### src/rtl/interleaver_commutator.sv
// interleaver_commutator
// Commutator and sequencer for a convolutional byte interleaver. Each accepted
// byte is routed round-robin to branch 0..NUM_BRANCH-1. The branch pointer is
// locked to the packet sync byte. One-hot shift enables drive the external
// branch delay lines, and the selected branch tail (the value before the shift)
// is registered as the interleaved output.
// Optional feature macro: SYNC_ERR_CNT_EN adds an 8-bit saturating counter of
// sync_err pulses on port sync_err_cnt.
module interleaver_commutator #(
   parameter int NUM_BRANCH = 12,
   parameter int DEPTH      = 17,
   parameter int WIDTH      = 8,
   localparam int IDX_W     = (NUM_BRANCH > 1) ? $clog2(NUM_BRANCH) : 1
) (
   input  logic                        clk,
   input  logic                        reset,
   input  logic                        in_valid,
   input  logic [WIDTH-1:0]            in_data,
   input  logic                        in_sync,
   output logic                        in_ready,
   output logic [WIDTH-1:0]            br_data,
   output logic [NUM_BRANCH-1:0]       br_shift_en,
   input  logic [NUM_BRANCH*WIDTH-1:0] br_q,
   output logic                        out_valid,
   output logic [WIDTH-1:0]            out_data,
   output logic                        out_sync,
   input  logic                        out_ready,
   output logic [IDX_W-1:0]            branch_idx,
   output logic                        locked,
   output logic                        primed,
`ifdef SYNC_ERR_CNT_EN
   output logic [7:0]                  sync_err_cnt,
`endif
   output logic                        sync_err
);

   localparam int                PRIME_TARGET = NUM_BRANCH * (NUM_BRANCH - 1) * DEPTH;
   localparam logic [IDX_W-1:0]  LAST_IDX     = IDX_W'(NUM_BRANCH - 1);

   typedef enum logic {
      ST_SEARCH = 1'b0,
      ST_RUN    = 1'b1
   } state_t;

   state_t                r_state;
   state_t                w_state_nxt;
   logic [IDX_W-1:0]      r_idx;
   logic                  r_out_valid;
   logic [WIDTH-1:0]      r_out_data;
   logic                  r_out_sync;
   logic                  r_sync_err;
   logic                  r_primed;
   logic [15:0]           r_prime_cnt;

   logic                  w_in_ready;
   logic                  w_accept;
   logic                  w_take;
   logic                  w_resync;
   logic [IDX_W-1:0]      w_p;
   logic [IDX_W-1:0]      w_idx_nxt;
   logic [NUM_BRANCH-1:0] w_shift_en;
   logic [WIDTH-1:0]      w_tail;
   logic                  w_prime_hit;

   // The single output register may be refilled when it is empty or is being drained.
   assign w_in_ready = !r_out_valid || out_ready;
   assign w_accept   = in_valid && w_in_ready;

   // Next-state logic: pick the branch for this byte and detect a resync.
   always_comb begin
      w_state_nxt = r_state;
      w_take      = 1'b0;
      w_resync    = 1'b0;
      w_p         = r_idx;
      case (r_state)
         ST_SEARCH: begin
            if (w_accept && in_sync) begin
               w_take      = 1'b1;
               w_p         = '0;
               w_state_nxt = ST_RUN;
            end else begin
               w_take      = 1'b0;
            end
         end
         ST_RUN: begin
            if (w_accept) begin
               w_take = 1'b1;
               if (in_sync) begin
                  // A sync byte always belongs to branch 0. A sync seen at any other pointer forces the pointer back.
                  w_p      = '0;
                  w_resync = (r_idx != '0);
               end else begin
                  w_p      = r_idx;
               end
            end else begin
               w_take = 1'b0;
            end
         end
         default: begin
            w_state_nxt = ST_SEARCH;
         end
      endcase
   end

   // Branch-side datapath: one-hot shift enable, tail select, and pointer advance.
   always_comb begin
      w_shift_en = '0;
      if (w_take && (w_p != '0)) begin
         w_shift_en[w_p] = 1'b1;
      end else begin
         w_shift_en = '0;
      end
      w_tail      = br_q[int'(w_p) * WIDTH +: WIDTH];
      w_idx_nxt   = (w_p == LAST_IDX) ? '0 : (w_p + IDX_W'(1));
      w_prime_hit = ((32'(r_prime_cnt) + 32'd1) >= 32'(PRIME_TARGET));
   end

   // Sequencer state, pointer, output register, sync error pulse and priming counter.
   always_ff @(posedge clk) begin
      if (reset) begin
         r_state     <= ST_SEARCH;
         r_idx       <= '0;
         r_out_valid <= 1'b0;
         r_out_data  <= '0;
         r_out_sync  <= 1'b0;
         r_sync_err  <= 1'b0;
         r_primed    <= 1'b0;
         r_prime_cnt <= 16'd0;
      end else begin
         r_state    <= w_state_nxt;
         r_sync_err <= w_resync;
         if (w_take) begin
            r_idx       <= w_idx_nxt;
            r_out_valid <= 1'b1;
            r_out_data  <= (w_p == '0) ? in_data : w_tail;
            r_out_sync  <= in_sync;
            if (r_prime_cnt != 16'hFFFF) begin
               r_prime_cnt <= r_prime_cnt + 16'd1;
            end else begin
               r_prime_cnt <= r_prime_cnt;
            end
            r_primed    <= r_primed || w_prime_hit;
         end else if (out_ready) begin
            r_out_valid <= 1'b0;
         end else begin
            r_out_valid <= r_out_valid;
         end
      end
   end

`ifdef SYNC_ERR_CNT_EN
   logic [7:0] r_sync_err_cnt;

   // Saturating count of resync events. It rises together with the sync_err pulse.
   always_ff @(posedge clk) begin
      if (reset) begin
         r_sync_err_cnt <= 8'd0;
      end else if (w_resync && (r_sync_err_cnt != 8'hFF)) begin
         r_sync_err_cnt <= r_sync_err_cnt + 8'd1;
      end else begin
         r_sync_err_cnt <= r_sync_err_cnt;
      end
   end

   assign sync_err_cnt = r_sync_err_cnt;
`endif

   assign in_ready    = w_in_ready;
   assign br_data     = in_data;
   assign br_shift_en = w_shift_en;
   assign out_valid   = r_out_valid;
   assign out_data    = r_out_data;
   assign out_sync    = r_out_sync;
   assign branch_idx  = r_idx;
   assign locked      = (r_state == ST_RUN);
   assign primed      = r_primed;
   assign sync_err    = r_sync_err;

endmodule

### config.mk
export PLATFORM = sky130hd
export DESIGN_NAME = interleaver_commutator
export DESIGN_NICKNAME = d
export VERILOG_FILES = /design/src/rtl/interleaver_commutator.sv
export SDC_FILE = /design/constraint.sdc
export NUM_CORES = 1
export LEC_CHECK = 0
export BUFFER_PORTS_ARGS = -buffer_cell sky130_fd_sc_hd__buf_2
export CAP_MARGIN = 40
export CORE_ASPECT_RATIO = 0.5
export CORE_MARGIN = 2
export CORE_UTILIZATION = 47
export CTS_CLUSTER_DIAMETER = 80
export DETAILED_ROUTE_END_ITERATION = 8
export GPL_ROUTABILITY_DRIVEN = 0
export PLACE_DENSITY = 0.82
export REMOVE_ABC_BUFFERS = 1
export SLEW_MARGIN = 15
export SYNTH_ARGS = -nofsm -noshare
export SYNTH_HDL_FRONTEND = slang
export SYNTH_SLANG_ARGS = --single-unit
### constraint.sdc
create_clock -name clk -period 3.45 [get_ports clk]
set_input_delay 0.5175 -clock clk [delete_from_list [all_inputs] [get_ports clk]]
set_output_delay 0.5175 -clock clk [all_outputs]
set_load 0.02 [all_outputs]
==> results of run 1 <==
-- cells in the final DEF, fill, tap and decap left out, types with 5 or more instances in the layout --
| master | instances |
|---|---|
| a21oi_1 | 17 |
| inv_1 | 7 |
| o21ai_1 | 8 |
| o211ai_1 | 8 |
| o311a_1 | 5 |
| buf_4 | 9 |
| nand3_1 | 9 |
| nor2_1 | 16 |
| o21ai_0 | 13 |
| clkbuf_16 | 5 |
| nor2b_1 | 6 |
| o2111ai_1 | 9 |
| a31oi_1 | 11 |
| o31a_1 | 5 |
| and2_1 | 5 |
| nand4_1 | 6 |
| o221a_2 | 5 |
| mux2_2 | 13 |
| and3_1 | 14 |
| a21boi_0 | 5 |
| mux2i_1 | 15 |
| a211oi_1 | 15 |
| nand2_1 | 26 |
| dfxtp_1 | 32 |
| xor2_1 | 10 |
| ha_1 | 6 |
| buf_2 | 145 |
-- state kept, by name (all words and copies together), names as in the netlist --
name / count
out_sync: 1
branch_idx: 4
locked: 1
out_valid: 1
primed: 1
out_data: 8
r_prime_cnt: 16
sync_err: 1
-- cell families after synthesis --
kind of cell | synth area share [%]
XOR/XNOR | 3.867
AO/OA/AOI/OAI | 33.70
other | 0.1274
buffers and inverters | 8.627
adder cells (fa/ha/maj) | 2.550
multiplexers | 11.22
AND/OR/NAND/NOR | 17.47
flip-flops | 22.44
-- worst min-delay path by stage --
| stage | from | to | slack [ns] | cells after the start |
|---|---|---|---|---|
| 5_1_grt | out_sync | out_sync | 0.48 | 2 |
| 6_report | out_sync | out_sync | 0.46 | 2 |
| 3_5_place_dp | out_sync | out_sync | 0.45 | 2 |
| 2_1_floorplan | r_prime_cnt[15] | r_prime_cnt[15] | 0.46 | 2 |
| 4_1_cts | out_sync | out_sync | 0.46 | 2 |
| 3_3_place_gp | out_sync | out_sync | 0.44 | 2 |
-- where the power goes --
part	internal [W]	switching [W]	leakage, nW	total, W
Sequential	0.000398	0.0000126	0.269	0.000410
Clock	0.000360	0.000180	0.0831	0.000541
Combinational	0.000145	0.000178	1.37	0.000322
Total	0.000903	0.000370	1.73	0.00127
-- area by class of cell --
| cell class | count | area, um^2 | share of cell area, % |
|---|---|---|---|
| inverter | 12 | 47.55 | 1.242 |
| timing repair buffer | 154 | 793.3 | 20.73 |
| clock buffer | 6 | 138.9 | 3.629 |
| sequential | 33 | 661.9 | 17.29 |
| clock inverter | 2 | 37.54 | 0.9807 |
| tap | 88 | 110.1 | 2.877 |
| multi-input combinational | 277 | 2038 | 53.25 |
-- stage by stage --
stage               cell area [um^2]  hold slack, ns  utilization (%)  cells  total power, W
finish                          3827          0.4574            63.20    572        0.001274
global route                    3827          0.4788            63.20    572        0.001329
CTS                             3827          0.4626            63.20    572        0.001276
detailed placement              3651          0.4543            60.29    564       0.0007394
global placement                3651          0.4447            60.29    564       0.0007347
floorplan                       2738          0.4573                -    322       0.0005969
-- routing by layer --
layer	GRT usage (%)	part of all wire [%]	vias up
li1	-	-	1628
met5	0	0	-
met3	5.781	6.8	9
met4	6.973	1.1	0
met1	32.76	44	1512
met2	44.61	48	121
-- worst max-delay path, stage by stage, from the launching register on --
cell and delay (ns):
dfxtp_1 0.32, nor2b_4 0.41, inv_2 0.17, a31oi_4 0.25, inv_4 0.16, ha_1 0.27
a21oi_1 0.20, buf_4 0.21, and3_1 0.16, buf_2 0.16
==> results.tsv, run 1 <==
metric	value	unit
status	complete, no violations	
sequential share of the synthesized area	22.44	%
reg2reg setup slack	1.02	ns
hold-fix buffer count after cts	0	
top_reg_cell synth	dfxtp_1	
Fin Clk Skew	0.005414	ns
Final TNS setup	0	ns
Slew Limit Fails	0	
Post-synth top cells	dfxtp_1, nand2_1, a21oi_1	
Yosys warnings	0	
Filler Cell Count	573	
Synth top area share	22.44	%
Post-CTS Setup Repair Bufs	0	
clk root buf	clkbuf_16	
# rows	20	
endpoints failing setup	0	
Setup crit start	out_valid	
Layout area overhead	30.00	%
DR WL/cell	15.86	um
synth unique cells	66	
final WL	9074	um
highest clock rate	320.7	MHz
crit path capture type	output pin	
clk sinks	33	
Final #Nets	598	
Setup CP Type	reg -> out	
RSZ-0062 raised after global routing	no	
TritonCTS Buffers	5	
initial antenna violation count	0	
Synth area leaders	dfxtp_1, mux2i_1, mux2_2	
RR Startpoint	out_valid	
Final ANT Viol Nets	0	
Hold Vio Cnt, Final	0	
maxcap violations	0	
Crit Path Max Fanout	23	
first-pass GRT wire length	13950	um
Synth async-reset ratio	0	%
CTS tree	built	
Via Count	3270	
I/O Buffers	145	
post-route worst setup slack	0.3315	ns
Total GRT Usage	25.70	%
number of synthesized flops with an enable pin	0	
Die H	59.97	um
Power Dens Cells	332.7	nW/um^2
vias per std cell	5.717	
DR iter-0 viols	169	
final worst-path cycle share	90.39	%
Critical Path RT	2.93	ns
Longest Clk Path Bufs	2	
Avg Cell Area, Syn	8.178	um^2
top-count cell post-synth	dfxtp_1	
DRC viols	0	
HPWL Detailed	6691	um
vias in the first global route	2864	
post-synthesis cell area	2944	um^2
IO Count	147	
Starting Density	48.62	%
global route overflow	0	
Rel. slew slack	50.18	%
H-tree levels	2	
post-cts resize count	0	
Syn Inst Count	360	
Detailed Routing Iterations Pass 1	5	
share of layout cells above drive strength 1	40.29	%
Reg-to-Reg End	out_data[5]	
fin crit period	3.119	ns
clk_lat worst skew	0.28	ns
r2r worst-path depth	9	
largest net degree at the start of global routing	41	
full die area	6952	um^2
startpoint types	register	
maximum vdd ir drop	0.1958	mV
cell taking the most area after synthesis	dfxtp_1	
chip width	115.9	um
min-delay worst type	reg -> reg	
core area	6056	um^2
Critical Path End	br_shift_en[8]	
Lkg Pwr	1.727	nW
Worst-Margin Slew	0.7461	ns
Worst EP arrival	2.60	ns
Yosys reg bits	33	
Diodes inserted	0	
worst slack at placement	0.3906	ns
Reg clk slew, reported paths	0.06	ns
Power figures use the tool's default switching activity.
==> inputs of run 2 (changes only) <==
--- a/config.mk
+++ b/config.mk
@@ -13,2 +13,3 @@
 export CTS_CLUSTER_DIAMETER = 80
+export CTS_CLUSTER_SIZE = 25
 export DETAILED_ROUTE_END_ITERATION = 8
==> constraint.sdc (replaced) <==
create_clock -name clk -period 3.45 [get_ports clk]
set_input_delay 0.345 -clock clk [delete_from_list [all_inputs] [get_ports clk]]
set_output_delay 0.345 -clock clk [all_outputs]
set_load 0.02 [all_outputs]
==> run 2 against run 1 <==
  * Clock skew is 0.0021 ns lower
  * Critical path depth is 1 lower
  * Design area is 0.72% lower
  * Flip-flop and latch count stayed put
  * Non-clock buffer count is 3 lower
  * Power is 1.4% lower
  * First-iteration DRC count is 21% higher
  * Final cell count is 0.52% lower
  * Die area stayed put
  * Global-route usage is 0.55 points lower
  * Critical path type unchanged
==> results.tsv, run 2 (synthesis results as in run 1) <==
metric	value	unit	change
placed cell count	561		-0.53%
Slew Limit Fails	0		unchanged
non-filler cells, final	569		-0.52%
Diodes inserted	0		unchanged
chip width	115.9	um	unchanged
final WL	9134	um	+0.66%
WHS Path Cells	3		+1
startpoint types	register		
TritonCTS Buffers	5		unchanged
Worst-Margin Slew	0.7745	ns	+0.02843 ns
Worst EP arrival	2.87	ns	+0.27 ns
max reg flops	16		unchanged
clk sinks	33		unchanged
hold-fix buffer count after cts	0		unchanged
Fin Clk Skew	0.003314	ns	-0.002100 ns
final worst-path cycle share	93.13	%	+2.7 points
Final #Nets	595		-0.50%
initial antenna violation count	0		unchanged
Setup CP Type	reg -> out		
Final TNS setup	0	ns	unchanged
Critical Path RT	3.11	ns	+0.18 ns
Total GRT Usage	25.15	%	-0.55 points
Final ANT Viol Nets	0		unchanged
vias per std cell	5.738		+0.37%
status	complete, no violations		
Crit Path Max Fanout	23		unchanged
highest clock rate	311.2	MHz	-2.9%
Hold Vio Cnt, Final	0		unchanged
clk_lat worst skew	0.28	ns	about the same
vias in the first global route	2816		-1.7%
Die H	59.97	um	unchanged
maxcap violations	0		unchanged
DRC viols	0		unchanged
DR WL/cell	16.05	um	+1.2%
CTS tree	built		
Longest Clk Path Bufs	2		unchanged
full die area	6952	um^2	unchanged
worst slack at placement	0.4576	ns	+0.06703 ns
Reg with most FFs	r_prime_cnt		
IO Count	147		unchanged
crit path capture type	output pin		
Rel. slew slack	48.28	%	-1.9 points
Hold WS	0.4077	ns	-0.04969 ns
commonest cells after routing, fill and taps aside	buf_2, dfxtp_1, nand2_1		
Layout area overhead	29.07	%	
maximum vdd ir drop	0.2055	mV	+4.9%
post-cts resize count	0		unchanged
share of layout cells above drive strength 1	39.92	%	-0.37 points
worst stage delay on the critical path	0.60	ns	+0.19 ns
Post-CTS Setup Repair Bufs	0		unchanged
first-pass GRT wire length	13640	um	-2.2%
Starting Density	48.62	%	unchanged
I/O Buffers	145		unchanged
H-tree levels	2		unchanged
Power Dens Cells	330.5	nW/um^2	-0.68%
min-delay worst type	in -> reg		
RSZ-0062 raised after global routing	no		
most common cell after layout, fill and taps aside	buf_2		
r2r worst-path depth	9		unchanged
Reg clk slew, reported paths	0.06	ns	about the same
largest net degree at the start of global routing	41		unchanged
fin crit period	3.213	ns	+0.09459 ns
# rows	20		unchanged
Worst path slowest cell	a21oi_1		
DR iter-0 viols	204		+21%
post-route worst setup slack	0.2369	ns	-0.09459 ns
worst path cell trace	nor2b_4 -> inv_2 -> a31oi_4 -> inv_4 -> ha_1 -> a21oi_1 -> and3_1 -> buf_2		
Lkg Pwr	1.709	nW	-1.0%
core area	6056	um^2	unchanged
HPWL Detailed	6703	um	+0.18%
Detailed Routing Iterations Pass 1	4		-1
clk root buf	clkbuf_16		
Via Count	3265		-0.15%
global route overflow	0		unchanged
endpoints failing setup	0		unchanged
[run 2: changes by cell type in the layout (fill, tap and decap cells not counted)]
cell / before / now
buf_4: 9 / 6
clkinv_4: 0 / 1
clkbuf_8: 1 / 0
[run 2: cell type report]
cell class | instances | area, um^2
inverters | 12 | 47.55
clock inverters | 3 | 46.29
multi-input cells | 277 | 2038
clock buffers | 5 | 125.1
well taps | 88 | 110.1
flip-flops and latches | 33 | 661.9
repair buffers | 151 | 770.7
fillers | 591 | 2256
[run 2: final timing paths]
| kind | slack, ns | endpoint | start |
|---|---|---|---|
| setup / recovery | 0.24 | br_shift_en[5] | out_valid |
| hold reg to reg | 0.45 | out_sync | out_sync |
| setup reg to reg | 0.54 | out_data[7] | out_valid |
| hold / removal | 0.41 | out_data[1] | in_data[1] |
[run 2: routing by layer]
metal  routed length, um  track usage, %  share of wire (%)
met1                4018           31.94                 44
met2                4407           43.27                 48
met3                 541           4.564                5.9
met4                 165           9.694                1.8
met5                   0               0                  0
[run 2: per-stage QoR]
step                      total power, W  utilization (%)  cell area [um^2]
after floorplan                0.0005969                -              2738
after global placement         0.0007325            59.92              3628
after detailed placement       0.0007390            59.92              3628
after CTS                       0.001267            62.75              3800
after global routing            0.001313            62.75              3800
final                           0.001256            62.75              3800
[run 2: where the power goes]
part	total, W	internal [W]	switching, W
Clock	0.000521	0.000342	0.000180
Combinational	0.000323	0.000143	0.000180
Sequential	0.000411	0.000398	0.0000135
Total	0.00126	0.000882	0.000374
[run 2: worst max-delay path: cells and delay by family, from the launching register on]
| family | cells | cell delay (ns) |
|---|---|---|
| AOI/OAI and AO/OA | 2 | 0.84 |
| and+or+nand+nor | 2 | 0.66 |
| buffers and inverters | 3 | 0.48 |
| DFF | 1 | 0.32 |
| adders and majority gates | 1 | 0.28 |
